===== config.mk =====
export PLATFORM = sky130hd
export DESIGN_NAME = add_approx_pipe
export DESIGN_NICKNAME = d
export VERILOG_FILES = /design/src/rtl/add_approx_pkg.sv /design/src/rtl/loa_core.sv /design/src/rtl/add_approx_pipe.sv
export SDC_FILE = /design/constraint.sdc
export NUM_CORES = 1
export LEC_CHECK = 0
export BUFFER_PORTS_ARGS = -buffer_cell sky130_fd_sc_hd__buf_2
export CAP_MARGIN = 40
export CORE_UTILIZATION = 40
export DETAILED_ROUTE_END_ITERATION = 6
export GPL_ROUTABILITY_DRIVEN = 1
export PLACE_DENSITY = 0.72
export SYNTH_ARGS = -nofsm -noshare
export SYNTH_HDL_FRONTEND = slang
export SYNTH_HIERARCHICAL = 1
export SYNTH_SLANG_ARGS = --single-unit

===== constraint.sdc =====
create_clock -name clk -period 3.6 [get_ports clk]
set_clock_uncertainty 0.05 [all_clocks]
set_input_delay 0.72 -clock clk [delete_from_list [all_inputs] [get_ports clk]]
set_output_delay 0.72 -clock clk [all_outputs]
set_load 0.005 [all_outputs]

===== src/rtl/add_approx_pkg.sv =====
// add_approx_pkg: shared mode encoding and parameter legality limits for the approximate adder
package add_approx_pkg;

   typedef enum logic {
      MODE_EXACT  = 1'b0,
      MODE_APPROX = 1'b1
   } mode_e;

   localparam int WIDTH_MIN  = 4;
   localparam int WIDTH_MAX  = 32;
   localparam int STAGES_MIN = 1;
   localparam int STAGES_MAX = 4;
   localparam int CNT_W_MIN  = 1;
   localparam int CNT_W_MAX  = 32;

endpackage


===== src/rtl/loa_core.sv =====
// loa_core: lower-part OR adder producing both the approximate and the exact sum
module loa_core #(
   parameter int WIDTH       = 8,
   parameter int APPROX_BITS = 2
) (
   input  logic [WIDTH-1:0] a_i,
   input  logic [WIDTH-1:0] b_i,
   output logic [WIDTH:0]   approx_o,
   output logic [WIDTH:0]   exact_o
);

   assign exact_o = {1'b0, a_i} + {1'b0, b_i};

   if (APPROX_BITS == 0) begin : g_exact
      assign approx_o = exact_o;
   end else begin : g_loa
      localparam int K = APPROX_BITS;
      logic             g;
      logic [WIDTH-K:0] hi;
      // the top OR'd bit pair still generates a carry into the exact upper part
      assign g        = a_i[K-1] & b_i[K-1];
      assign hi       = {1'b0, a_i[WIDTH-1:K]} + {1'b0, b_i[WIDTH-1:K]} + {{(WIDTH-K){1'b0}}, g};
      assign approx_o = {hi, a_i[K-1:0] | b_i[K-1:0]};
   end

endmodule


===== src/rtl/add_approx_pipe.sv =====
// add_approx_pipe: pipelined exact/approximate adder with valid-ready handshake and error statistics
module add_approx_pipe
   import add_approx_pkg::*;
#(
   parameter int WIDTH       = 8,
   parameter int APPROX_BITS = 2,
   parameter int STAGES      = 2,
   parameter int CNT_W       = 16
) (
   input  logic             clk,
   input  logic             rst,
   input  logic             in_valid,
   output logic             in_ready,
   input  logic [WIDTH-1:0] a,
   input  logic [WIDTH-1:0] b,
   input  logic             mode,
   output logic             out_valid,
   input  logic             out_ready,
   output logic [WIDTH:0]   sum,
   output logic [WIDTH:0]   sum_exact,
   input  logic             stat_clr,
   output logic [CNT_W-1:0] txn_cnt,
   output logic [CNT_W-1:0] err_cnt,
   output logic [WIDTH:0]   max_err
);

   if (WIDTH < WIDTH_MIN || WIDTH > WIDTH_MAX || APPROX_BITS < 0 || APPROX_BITS > WIDTH - 1 ||
       STAGES < STAGES_MIN || STAGES > STAGES_MAX || CNT_W < CNT_W_MIN || CNT_W > CNT_W_MAX) begin : g_bad_params
      $error("add_approx_pipe: illegal parameter combination");
   end

   localparam int L = STAGES - 1;

   logic [WIDTH:0]              approx_w;
   logic [WIDTH:0]              exact_w;
   logic                        adv;
   logic                        xfer;
   logic                        miss;
   logic [WIDTH:0]              diff;
   logic [STAGES-1:0]           vld_q, vld_d;
   mode_e [STAGES-1:0]          mode_q, mode_d;
   logic [STAGES-1:0][WIDTH:0]  sum_q, sum_d;
   logic [STAGES-1:0][WIDTH:0]  ex_q, ex_d;
   logic [CNT_W-1:0]            txn_q, txn_d;
   logic [CNT_W-1:0]            err_q, err_d;
   logic [WIDTH:0]              max_q, max_d;

   loa_core #(
      .WIDTH      (WIDTH),
      .APPROX_BITS(APPROX_BITS)
   ) u_loa (
      .a_i     (a),
      .b_i     (b),
      .approx_o(approx_w),
      .exact_o (exact_w)
   );

   // the whole pipe moves as one; a held result in the last stage freezes every stage
   assign adv  = !vld_q[L] || out_ready;
   assign xfer = vld_q[L] && out_ready;
   assign diff = (sum_q[L] > ex_q[L]) ? sum_q[L] - ex_q[L] : ex_q[L] - sum_q[L];
   assign miss = (mode_q[L] == MODE_APPROX) && (diff != '0);

   // shift the stages on advance; stage 0 captures the result chosen by the transaction's own mode
   always_comb begin
      vld_d  = vld_q;
      mode_d = mode_q;
      sum_d  = sum_q;
      ex_d   = ex_q;
      if (adv) begin
         for (int i = STAGES - 1; i > 0; i--) begin
            vld_d[i]  = vld_q[i-1];
            mode_d[i] = mode_q[i-1];
            sum_d[i]  = sum_q[i-1];
            ex_d[i]   = ex_q[i-1];
         end
         vld_d[0]  = in_valid;
         mode_d[0] = mode_e'(mode);
         sum_d[0]  = (mode_e'(mode) == MODE_APPROX) ? approx_w : exact_w;
         ex_d[0]   = exact_w;
      end
   end

   // saturating statistics; a clear overrides any transfer in the same cycle
   always_comb begin
      txn_d = stat_clr ? '0 : (xfer && txn_q != '1) ? txn_q + CNT_W'(1) : txn_q;
      err_d = stat_clr ? '0 : (xfer && miss && err_q != '1) ? err_q + CNT_W'(1) : err_q;
      max_d = stat_clr ? '0 : (xfer && miss && diff > max_q) ? diff : max_q;
   end

   // state registers; reset drops everything in flight
   always_ff @(posedge clk) begin
      if (rst) begin
         vld_q  <= '0;
         mode_q <= {STAGES{MODE_EXACT}};
         sum_q  <= '0;
         ex_q   <= '0;
         txn_q  <= '0;
         err_q  <= '0;
         max_q  <= '0;
      end else begin
         vld_q  <= vld_d;
         mode_q <= mode_d;
         sum_q  <= sum_d;
         ex_q   <= ex_d;
         txn_q  <= txn_d;
         err_q  <= err_d;
         max_q  <= max_d;
      end
   end

   assign in_ready  = adv;
   assign out_valid = vld_q[L];
   assign sum       = sum_q[L];
   assign sum_exact = ex_q[L];
   assign txn_cnt   = txn_q;
   assign err_cnt   = err_q;
   assign max_err   = max_q;

endmodule


Word level (Yosys, flattened, before mapping):

Cells that the tools add are included.

* register bits: 81
* bits in latches: 0
* bits in writable memories: 0
* memory bits (read-only): 0
* input bits: 22
* output and inout bits: 61
* memories: 0

* add/sub/neg operators: 7
* multiply operators: 0
* divide/modulo/power cells: 0
* $lt $le $gt $ge: 2
* eq/ne operators: 2
* shift operators: 0
* mux-type cells: 2
* bitwise operators: 2
* reductions and logical operators: 10

Operators with widths (count)
* adder 16 x 1 -> 16 bit, second input constant: 2
* inequality test 16 bit, second input constant: 2
* > comparator 9 bit: 2
* 2-to-1 mux 9 bit: 2
* subtractor 9 bit: 2
* adder 8 x 8 -> 9 bit: 1
* nonzero test 9 bit: 1
* adder 6 x 6 -> 7 bit: 1
* adder 7 x 1 -> 7 bit: 1
* logical AND 1 bit: 6
* bitwise OR 2 bit: 1
* OR reduction 2 bit: 1
* AND 1 bit: 1
* logical NOT 1 bit: 1
* logical OR 1 bit: 1

Logic depth before layout (Yosys ltp):

Gate-level depths: netlist of the first run.

* word-level depth: 6
* depth in mapped cells: 20
* gate-level depth less buffers: 20

Cells and area by module:

Netlist of the first run, hierarchy kept.

Modules (own cells, without submodules)
* add_approx_pipe: times used 1, cells each 589, area an instance 4784.6 um^2, sequential area each 1621.6 um^2
* loa_core: times used 1, cells each 62, area an instance 483.0 um^2, sequential area each 0.0 um^2

Least setup slack after synthesis of the first run:

OpenSTA, ideal clock, no wires.

* kind: reg2reg
* from: register sum_q (netlist bit sum[3])
* to: register max_q[0] (netlist: max_err[0])
* setup time: 0.080 ns
* data arrival time: 3.749 ns
* required time: 3.470 ns
* setup slack: -0.279 ns
* cell stages (with the launch flop): 19
* path buffers: 1
* clock period less this slack: 3.879 ns
* cells stage by stage: dfxtp_1 inv_1 ha_1 buf_6 a21o_1 a21oi_4 a21oi_2 nand2b_1 and3b_1 o311ai_1 ha_1 a21o_1 a21oi_1 nor2_1 a21oi_1 o31ai_1 o21ai_1 nor2_1 a211oi_2

* cells in the longest elaborated chain, start to end: 6
* elaborated cells between the ends (all ways): 9

Ends and longest elaborated chain
* from (decl): RTL line add_approx_pipe.sv:42 `logic [STAGES-1:0][WIDTH:0] sum_q, sum_d;`
* from (signal assigned): RTL line add_approx_pipe.sv:104 `sum_q <= sum_d;`
* subtractor 9 bit / > comparator 9 bit (equally long branches): RTL line add_approx_pipe.sv:61 `assign diff = (sum_q[L] > ex_q[L]) ? sum_q[L] - ex_q[L] : ex_q[L] - sum_q[L];`
* 2-to-1 mux 9 bit (*): RTL line add_approx_pipe.sv:61
* net diff[7]: RTL line add_approx_pipe.sv:39 `logic [WIDTH:0] diff;`
* branches (longest 3 deep; another with > comparator 9 bit)
* logical AND 1 bit (*): RTL line add_approx_pipe.sv:88 `max_d = stat_clr ? '0 : (xfer && miss && diff > max_q) ? diff : max_q;`
* to (signal assigned): RTL line add_approx_pipe.sv:108 `max_q <= max_d;`
* to (decl): RTL line add_approx_pipe.sv:46 `logic [WIDTH:0] max_q, max_d;`

Mark *: on every way through the listed nets, which the timed path passes.
A chain may end at the register's enable or synchronous reset.

Worst setup path after layout of the first run:

* from: register sum_q (netlist bit sum[0])
* to: register max_q[4] (netlist: max_err[4])

The elaborated chain is that of the path after synthesis.

==> results of run 1 <==
## flip-flops by register name (all words and copies together) (netlist names)
| register | cells |
|---|---|
| sum_exact | 9 |
| txn_cnt | 16 |
| ex_q | 9 |
| sum_q | 9 |
| max_err | 9 |
| err_cnt | 16 |
| vld_q | 2 |
| sum | 9 |
| mode_q | 2 |
## power by group
part / switching (W) / internal (W)
registers: 0.0000313 / 0.000943
clock network: 0.000378 / 0.000633
logic: 0.000807 / 0.000817
## repair_timing
action | in CTS | in global routing
buffers inserted | 19 | 8
endpoints found under the setup margin | 9 | 24
hold buffers | 0 | 0
resized for setup | 50 | 46
pin swaps | 28 | 41
gates cloned | 0 | 6
## Yosys cell counts (all sizes together) (2+ instances only)
library cell and n:
a2111o 2, a211oi 15, a21o 11, a21oi 80
a31oi 2, and2 4, and3 10, and4 2
buf 32, clkbuf 19, dfxtp 81, fa 5
ha 37, inv 41, mux2i 12, nand2 92
nand2b 7, nand3 21, nand4 12, nand4b 2
nor2 40, nor2b 5, nor3 7, nor3b 2
nor4 3, o211ai 3, o21a 5, o21ai 26
o31ai 12, or3 10, or4 10, xnor2 12
xor2 14
## per-layer routing
metal,track usage,up-vias,wire length [µm]
li1,-,2525,-
met1,0.263,2394,6320
met2,0.318,208,6790
met3,0.0275,46,923
met4,0.0667,0,487
met5,0,-,0
## worst register-to-register path, delay by kind of cell, from the launching register on
kind / cells / cell delay (ps)
AOI/OAI and AO/OA: 11 / 2160
DFF: 1 / 340
buffers and inverters: 2 / 100
and+or+nand+nor: 4 / 330
adders and majority gates: 3 / 780
## cells in the final DEF (no fill, tap or decap), types with 7 or more instances in the layout
master	netlist	layout
buf_2	4	82
mux2i_1	12	11
dfxtp_1	81	73
buf_4	20	71
or3_1	10	8
o31ai_1	10	9
nor2_1	40	37
xnor2_1	12	12
or4_1	10	9
inv_1	41	36
nand2_1	92	90
dfxtp_2	0	7
a21oi_2	8	14
nand3_1	21	16
a21oi_1	71	64
buf_6	6	7
and3_1	9	8
a21o_1	10	10
nand4_1	11	11
o21ai_0	16	11
clkbuf_16	0	12
o21ai_1	5	8
ha_4	0	13
a211oi_1	14	11
xor2_1	14	14
ha_1	37	22
## metrics by stage
step / TNS (ps) / cells / setup slack [ps] / hold slack (ps) / utilization
floorplan: 0 / 651 / 36.1 / 377 / -
global placement: -387 / 904 / -83.0 / 390 / 0.471
detailed placement: -1280 / 904 / -201 / 395 / 0.471
CTS: -8.45 / 939 / -4.80 / 402 / 0.523
global route: -4410 / 953 / -397 / 413 / 0.554
finish: -1430 / 953 / -237 / 400 / 0.554
## layout make-up
type | instances | area, µm² | share of cell area
sequential | 81 | 1630 | 0.232
tap | 172 | 215 | 0.0305
inverter | 41 | 156 | 0.0222
clock inverter | 5 | 87.6 | 0.0124
clock buffer | 11 | 243 | 0.0344
multi-input combinational | 478 | 3580 | 0.508
timing repair buffer | 165 | 1130 | 0.161
## worst paths after layout
check | endpoint | slack, ps | depth (start not counted)
worst min-delay path | ex_q[1]$_SDFFE_PP0P_ | 400 | 2
worst max register to register | max_err[4]$_SDFFE_PP0P_ | -240 | 20
worst max-delay path | max_err[4]$_SDFFE_PP0P_ | -240 | 20
worst min register to register | ex_q[1]$_SDFFE_PP0P_ | 400 | 2
## cells by family after synthesis
family | synth area share
and+or+nand+nor | 0.221
AOI/OAI and AO/OA | 0.209
buffers and inverters | 0.0893
DFF | 0.308
adders and majority gates | 0.107
xor gates and xnor gates | 0.0432
muxes | 0.0228
==> flow_metrics.env, run 1 <==
export IMPL_peakVddDrop_mv=0.328
export IMPL_ys_ff_latch=81
export IMPL_async_flop_share=0
export IMPL_total_power_w=0.00361
export IMPL_cp_slowest_cell="a2111o_1"
export IMPL_final_cell_area_um2=7050
export IMPL_fmax_mhz=261
export IMPL_cts_tree="yes"
export IMPL_drt_drc_violations_left=0
export IMPL_clockBufferDepth=2
export IMPL_clkTransAtPathRegs_ps=70
export IMPL_outcome="finished, violations left"
export IMPL_crit_chain="inv_2 > ha_4 > inv_2 > fa_2 > nand3_2 > nand2_2 > a21o_1 > a2111o_1 > o21ai_2 > nor2_1 > ha_1 > a21o_1 > a21o_1 > a21oi_2 > nor2_2 > a21oi_4 > o31ai_4 > o21ai_4 > o21ai_1 > a21oi_2"
export IMPL_synth_edf_count=0
export IMPL_die_h_um=117
export IMPL_slowest_delay_ps=380
export IMPL_portBuffers=82
export IMPL_crit_path_frequent_cell="a21o_1"
export IMPL_cts_sinks=81
export IMPL_syn_to_final_growth_pct=33.9
export IMPL_hold_path_class="flip-flop to flip-flop"
export IMPL_setup_viol=13
export IMPL_place_hpwl_um=9060
export IMPL_wl_per_cell_um=15.2
export IMPL_ctsRootBufferMaster="clkbuf_16"
export IMPL_initial_core_util=0.414
export IMPL_viasPerCell=5.43
export IMPL_drt_total_wl_um=14500
export IMPL_crit_buf_inv=2
export IMPL_rsz0062_at_grt="yes"
export IMPL_fp_dieW_um=117
export IMPL_drive_gt1_frac=0.357
export IMPL_first_pass_iters=5
export IMPL_grt_max_degree=49
export IMPL_hold_viol_final=0
export IMPL_grt_total_usage=0.195
export IMPL_synth_cell_area_um2=5270
export IMPL_grt_pass1_vias=4411
export IMPL_syn_inst=651
export IMPL_die_area_um2=13600
export IMPL_grt_pass1_wl_um=21200
export IMPL_synth_fp_nets=715
export IMPL_avgSynthCellArea_um2=8.09
export IMPL_drv_slew=0
export IMPL_slew_headroom=0.401
export IMPL_ys_warn_count=6
export IMPL_r2r_start="sum[0]$_SDFFE_PP0P_"
export IMPL_nets=840
export IMPL_drt_iter0_drc=438
export IMPL_critPathTopFamily="compound AO/OA/AOI/OAI gates"
export IMPL_antenna_found_initial=0
export IMPL_critPathLaunch="sum[0]$_SDFFE_PP0P_"
export IMPL_cp_start_kind="flip-flop"
export IMPL_gp_congestion=0.854
export IMPL_netlist_top_cells_area="dfxtp_1 31%, ha_1 8.8%, a21oi_1 6.7%"
export IMPL_tightest_slew_ps=899
export IMPL_yosysTopAreaCellShare=0.308
export IMPL_vias=5173
export IMPL_clock_latency_ps=340
export IMPL_gr_total_overflow=0
export IMPL_post_route_min_period_ps=3840
export IMPL_cp_required_ps=3810
export IMPL_n_antenna_cell=0
export IMPL_arrival_ps=4040
export IMPL_drv_cap=0
export IMPL_holdCritStartpoint="ex_q[1]$_SDFFE_PP0P_"
export IMPL_setup_slack_ps=-237
export IMPL_power_density_nw_per_um2=512
export IMPL_violations="negative setup slack"
export IMPL_power_leakage_nw=3.00
export IMPL_placed_area_um2=5990
export IMPL_path_class="flip-flop to flip-flop"
export IMPL_htree_num_levels=3
export IMPL_synth_top_cell_by_area="dfxtp_1"
export IMPL_num_rows=41
export IMPL_synthFlopType="dfxtp_1"
export IMPL_cts_buffers=9
export IMPL_nFillCells=1189
export IMPL_synthDistinctLibCells=65
export IMPL_coreArea_um2=12700
export IMPL_path_max_fanout=7
export IMPL_period_share=1.07
export IMPL_worstSetupEndpointType="flip-flop"
export IMPL_ant_nets=0
export IMPL_synth_seq_area_share=0.308
export IMPL_boundaryPins=83
Power figures use the tool's default switching activity.
==> run 2, diff against run 1 <==
--- a/config.mk
+++ b/config.mk
@@ -10,7 +10,7 @@
 export CORE_UTILIZATION = 40
 export DETAILED_ROUTE_END_ITERATION = 6
 export GPL_ROUTABILITY_DRIVEN = 1
-export PLACE_DENSITY = 0.72
+export PLACE_DENSITY = 0.7
 export SYNTH_ARGS = -nofsm -noshare
 export SYNTH_HDL_FRONTEND = slang
 export SYNTH_HIERARCHICAL = 1
==> constraint.sdc (replaced) <==
create_clock -name clk -period 5 [get_ports clk]
set_clock_uncertainty 0.05 [all_clocks]
set_input_delay 1 -clock clk [delete_from_list [all_inputs] [get_ports clk]]
set_output_delay 1 -clock clk [all_outputs]
set_load 0.005 [all_outputs]
==> flow_metrics.env, run 2 (synthesis gave the netlist of run 1 again) <==
export IMPL_final_cell_area_um2=5900
export IMPL_post_route_min_period_ps=4400
export IMPL_grt_use_met1=0.222
export IMPL_cts_tree="yes"
export IMPL_tightest_slew_ps=876
export IMPL_viasPerCell=5.19
export IMPL_setup_viol=0
export IMPL_worst_hold_slack_ps=402
export IMPL_total_power_w=0.00199
export IMPL_portBuffers=82
export IMPL_ant_nets=0
export IMPL_fmax_mhz=227
export IMPL_ctsRootBufferMaster="clkbuf_16"
export IMPL_rsz0062_at_grt="no"
export IMPL_num_rows=41
export IMPL_use_met3=0.0327
export IMPL_power_density_nw_per_um2=337
export IMPL_clock_latency_ps=340
export IMPL_clkTransAtPathRegs_ps=60
export IMPL_htree_num_levels=3
export IMPL_critPathLaunch="sum[3]$_SDFFE_PP0P_"
export IMPL_setup_tns_ps=0
export IMPL_drv_cap=0
export IMPL_gp_congestion=0.907
export IMPL_n_antenna_cell=0
export IMPL_slew_headroom=0.416
export IMPL_drv_slew=0
export IMPL_grt_max_degree=49
export IMPL_internal_power_w=0.00133
export IMPL_grt_pass1_wl_um=18800
export IMPL_grt_total_usage=0.172
export IMPL_switching_share=0.334
export IMPL_drive_gt1_frac=0.188
export IMPL_place_ws_ps=623
export IMPL_p_clk_frac=0.329
export IMPL_gr_total_overflow=0
export IMPL_boundaryPins=83
export IMPL_arrival_ps=4600
export IMPL_grt_pass1_vias=4033
export IMPL_final_common_cell="nand2_1"
export IMPL_die_area_um2=13600
export IMPL_cp_start_kind="flip-flop"
export IMPL_cts_buffers=9
export IMPL_top_usage_layer="met2"
export IMPL_postCtsHoldBufs=0
export IMPL_cp_required_ps=5210
export IMPL_antenna_found_initial=0
export IMPL_drt_total_wl_um=11500
export IMPL_initial_core_util=0.414
export IMPL_switching_power_w=0.000664
export IMPL_place_hpwl_um=8450
export IMPL_nets=760
export IMPL_first_pass_iters=6
export IMPL_mostFrequentLayoutCells="92 x nand2_1, 82 x buf_2, 81 x dfxtp_1, 71 x a21oi_1, 41 x inv_1"
export IMPL_wl_per_cell_um=13.2
export IMPL_power_leakage_nw=2.50
export IMPL_period_share=0.880
export IMPL_die_h_um=117
export IMPL_use_met2=0.283
export IMPL_hold_path_class="flip-flop to flip-flop"
export IMPL_hold_viol_final=0
export IMPL_holdCritStartpoint="ex_q[6]$_SDFFE_PP0P_"
export IMPL_clockBufferDepth=2
export IMPL_coreArea_um2=12700
export IMPL_r2r_start="sum[3]$_SDFFE_PP0P_"
export IMPL_nFillCells=1311
export IMPL_fp_dieW_um=117
export IMPL_path_max_fanout=10
export IMPL_syn_to_final_growth_pct=11.9
export IMPL_worstSetupEndpointType="flip-flop"
export IMPL_cts_sinks=81
export IMPL_placed_area_um2=5600
export IMPL_outcome="complete, no violations"
export IMPL_vias=4531
export IMPL_drt_iter0_drc=326
export IMPL_setup_slack_ps=601
export IMPL_combPwrFrac=0.319
export IMPL_drt_drc_violations_left=0
export IMPL_peakVddDrop_mv=0.185
export IMPL_post_cts_buffers=0
export IMPL_seq_power_share=0.352
export IMPL_path_class="flip-flop to flip-flop"
export IMPL_post_cts_resize_count=0
-- run 2: critical path: stages (launching register included) --
cell	delay, ps
dfxtp_1	370
inv_1	60
ha_1	440
a21o_1	260
a21oi_4	230
a21oi_2	110
nand2b_1	240
and3b_1	210
o311ai_1	590
ha_1	370
a21o_1	160
a21oi_1	170
nor2_1	70
a21oi_1	130
o31ai_1	100
o21ai_1	380
nor2_1	170
a211oi_2	230
-- run 2: worst paths after layout --
check	to	slack, ps	depth (start not counted)
worst min register to register	ex_q[6]$_SDFFE_PP0P_	400	2
worst max register to register	max_err[0]$_SDFFE_PP0P_	600	17
worst max-delay path	max_err[0]$_SDFFE_PP0P_	600	17
worst min-delay path	ex_q[6]$_SDFFE_PP0P_	400	2
-- run 2: area by class of cell --
| cell class | count | area [µm²] | share of cell area |
|---|---|---|---|
| Inverter | 41 | 154 | 0.0261 |
| Sequential cell | 81 | 1620 | 0.275 |
| Tap cell | 172 | 215 | 0.0365 |
| Clock buffer | 10 | 229 | 0.0388 |
| Clock inverter | 6 | 66.3 | 0.0112 |
| Multi-Input combinational cell | 478 | 3180 | 0.539 |
| Timing Repair Buffer | 85 | 433 | 0.0734 |
-- run 2: stage by stage --
stage	utilization	std cells
2_1_floorplan	-	651
3_3_place_gp	0.440	857
3_5_place_dp	0.440	857
4_1_cts	0.464	873
5_1_grt	0.464	873
6_report	0.464	873
-- run 2: power groups by stage --
stage	sequential [W]	clock, W	combinational (W)
5_1_grt	0.000705	0.000700	0.000714
2_1_floorplan	0.000710	0	0.000518
6_report	0.000701	0.000654	0.000634
4_1_cts	0.000701	0.000669	0.000632
3_5_place_dp	0.000715	0	0.000627
3_3_place_gp	0.000714	0	0.000623
-- run 2: layer usage --
metal | routed length [µm] | share of wire
met5 | 0 | 0
met4 | 276 | 0.024
met3 | 381 | 0.033
met2 | 5240 | 0.45
met1 | 5620 | 0.49
==> run 3, diff against run 2 <==
--- a/config.mk
+++ b/config.mk
@@ -5,12 +5,12 @@
 export SDC_FILE = /design/constraint.sdc
 export NUM_CORES = 1
 export LEC_CHECK = 0
-export BUFFER_PORTS_ARGS = -buffer_cell sky130_fd_sc_hd__buf_2
 export CAP_MARGIN = 40
-export CORE_UTILIZATION = 40
+export CORE_UTILIZATION = 69
 export DETAILED_ROUTE_END_ITERATION = 6
+export DONT_BUFFER_PORTS = 1
 export GPL_ROUTABILITY_DRIVEN = 1
-export PLACE_DENSITY = 0.7
+export PLACE_DENSITY = 0.95
 export SYNTH_ARGS = -nofsm -noshare
 export SYNTH_HDL_FRONTEND = slang
 export SYNTH_HIERARCHICAL = 1
==> flow_metrics.env, run 3 (synthesis gave the netlist of run 1 again) <==
export IMPL_crit_chain="ha_1 > inv_1 > fa_1 > nand3_1 > nand2_1 > a21o_1 > a2111o_1 > o21ai_0 > nor2_1 > ha_1 > a21o_1 > a21o_1 > a21oi_1 > nor2_1 > a21oi_1 > o31ai_1 > o21ai_1 > nor2_1 > a211oi_2"
export IMPL_fmax_mhz=216
export IMPL_drt_drc_violations_left=1
export IMPL_drv_slew=0
export IMPL_worstSetupEndpointType="flip-flop"
export IMPL_cp_required_ps=5220
export IMPL_fp_dieW_um=89.4
export IMPL_gp_congestion=0.893
export IMPL_cp_start_kind="flip-flop"
export IMPL_final_util=0.724
export IMPL_grt_total_usage=0.312
export IMPL_drive_gt1_frac=0.0840
export IMPL_outcome="finished, violations left"
export IMPL_hold_path_class="flip-flop to flip-flop"
export IMPL_total_power_w=0.00184
export IMPL_dp_cells=702
export IMPL_grt_pass1_vias=4229
export IMPL_wl_per_cell_um=17.4
export IMPL_ant_nets=0
export IMPL_clockBufferDepth=2
export IMPL_path_class="flip-flop to flip-flop"
export IMPL_antenna_found_initial=0
export IMPL_final_common_cell="nand2_1"
export IMPL_arrival_ps=4850
export IMPL_drt_total_wl_um=12500
export IMPL_htree_num_levels=3
export IMPL_grt_max_degree=50
export IMPL_tightest_slew_ps=864
export IMPL_syn_to_final_growth_pct=0.713
export IMPL_n_antenna_cell=0
export IMPL_slowest_delay_ps=500
export IMPL_slew_headroom=0.424
export IMPL_power_leakage_nw=2.04
export IMPL_cts_tree="yes"
export IMPL_period_share=0.926
export IMPL_first_pass_iters=7
export IMPL_die_area_um2=7990
export IMPL_coreArea_um2=7330
export IMPL_clock_latency_ps=360
export IMPL_viasPerCell=6.45
export IMPL_cts_sinks=81
export IMPL_path_max_fanout=8
export IMPL_cts_buffers=9
export IMPL_post_route_min_period_ps=4630
export IMPL_drt_iter0_drc=348
export IMPL_post_cts_buffers=0
export IMPL_hold_viol_final=0
export IMPL_setup_viol=0
export IMPL_power_density_nw_per_um2=347
export IMPL_vias=4628
export IMPL_mostFrequentLayoutCells="92 x nand2_1, 81 x dfxtp_1, 71 x a21oi_1, 41 x inv_1, 40 x nor2_1"
export IMPL_num_rows=31
export IMPL_gr_total_overflow=0
export IMPL_critPathTopFamily="compound AO/OA/AOI/OAI gates"
export IMPL_drv_cap=0
export IMPL_clkTransAtPathRegs_ps=90
export IMPL_ctsRootBufferMaster="clkbuf_8"
export IMPL_rsz0062_at_grt="no"
export IMPL_initial_core_util=0.719
export IMPL_cp_slowest_cell="dfxtp_1"
export IMPL_portBuffers=0
export IMPL_place_hpwl_um=9200
export IMPL_boundaryPins=83
export IMPL_die_h_um=89.4
export IMPL_violations="design-rule violations"
export IMPL_crit_buf_inv=1
export IMPL_grt_pass1_wl_um=19200
export IMPL_setup_tns_ps=0
export IMPL_nets=678
export IMPL_peakVddDrop_mv=0.185
export IMPL_fin_cells=718
-- run 3: changes by cell type in the layout (fill, tap and decap cells not counted), sizes merged --
cell and change:
buf -82, inv +2, clkinv -2, clkbuf -1, clkinvlp +1
-- run 3: final cells by class --
cell class,instances,area [µm²]
multi-input cells,478,3190
fillers,538,2030
flip-flops and latches,81,1620
inverters,41,154
clock buffers,9,124
well taps,99,124
clock inverters,7,73.8
repair buffers,3,22.5
-- run 3: per-stage QoR --
stage	setup WS [ps]	instance area, µm²	hold WS (ps)
final	369	5310	398
after global routing	143	5310	422
after CTS	358	5300	399
after detailed placement	392	5100	388
after global placement	710	5100	382
after floorplan	1120	5270	377
-- run 3: timing repair --
| item | 4_1_cts | 5_1_grt |
|---|---|---|
| resized for setup | 0 | 1 |
| hold buffers | 0 | 0 |
| setup endpoints to repair | 0 | 5 |
-- run 3: worst paths after layout --
kind	slack, ps	cells past startpoint	end	startpoint
min reg2reg	400	2	sum_exact[0]$_SDFFE_PP0P_	ex_q[0]$_SDFFE_PP0P_
min	400	2	sum_exact[0]$_SDFFE_PP0P_	ex_q[0]$_SDFFE_PP0P_
max	370	19	max_err[0]$_SDFFE_PP0P_	sum_exact[0]$_SDFFE_PP0P_
max reg2reg	370	19	max_err[0]$_SDFFE_PP0P_	sum_exact[0]$_SDFFE_PP0P_
-- run 3: power by group --
| group | switching [W] | total, W | internal (W) |
|---|---|---|---|
| clock | 0.000258 | 0.000493 | 0.000234 |
| sequential | 0.0000300 | 0.000707 | 0.000678 |
| combinational | 0.000390 | 0.000643 | 0.000252 |
| total | 0.000679 | 0.00184 | 0.00116 |
-- run 3: per-layer routing --
metal / share of wire / wire length, µm / up-vias / global-route usage
met5: 0 / 0 / - / 0
met4: 0.026 / 328 / 0 / 0.127
met3: 0.083 / 1040 / 35 / 0.0720
met2: 0.49 / 6120 / 207 / 0.532
met1: 0.40 / 4990 / 2184 / 0.380
li1: - / - / 2202 / -
-- run 3: worst reg2reg max path, cell delays in order (launching register included) --
cell,delay (ps)
dfxtp_1,500
ha_1,240
inv_1,60
fa_1,420
nand3_1,110
nand2_1,140
a21o_1,230
a2111o_1,390
o21ai_0,160
nor2_1,170
ha_1,340
a21o_1,170
a21o_1,180
a21oi_1,190
nor2_1,80
a21oi_1,120
o31ai_1,100
o21ai_1,430
nor2_1,190
a211oi_2,250
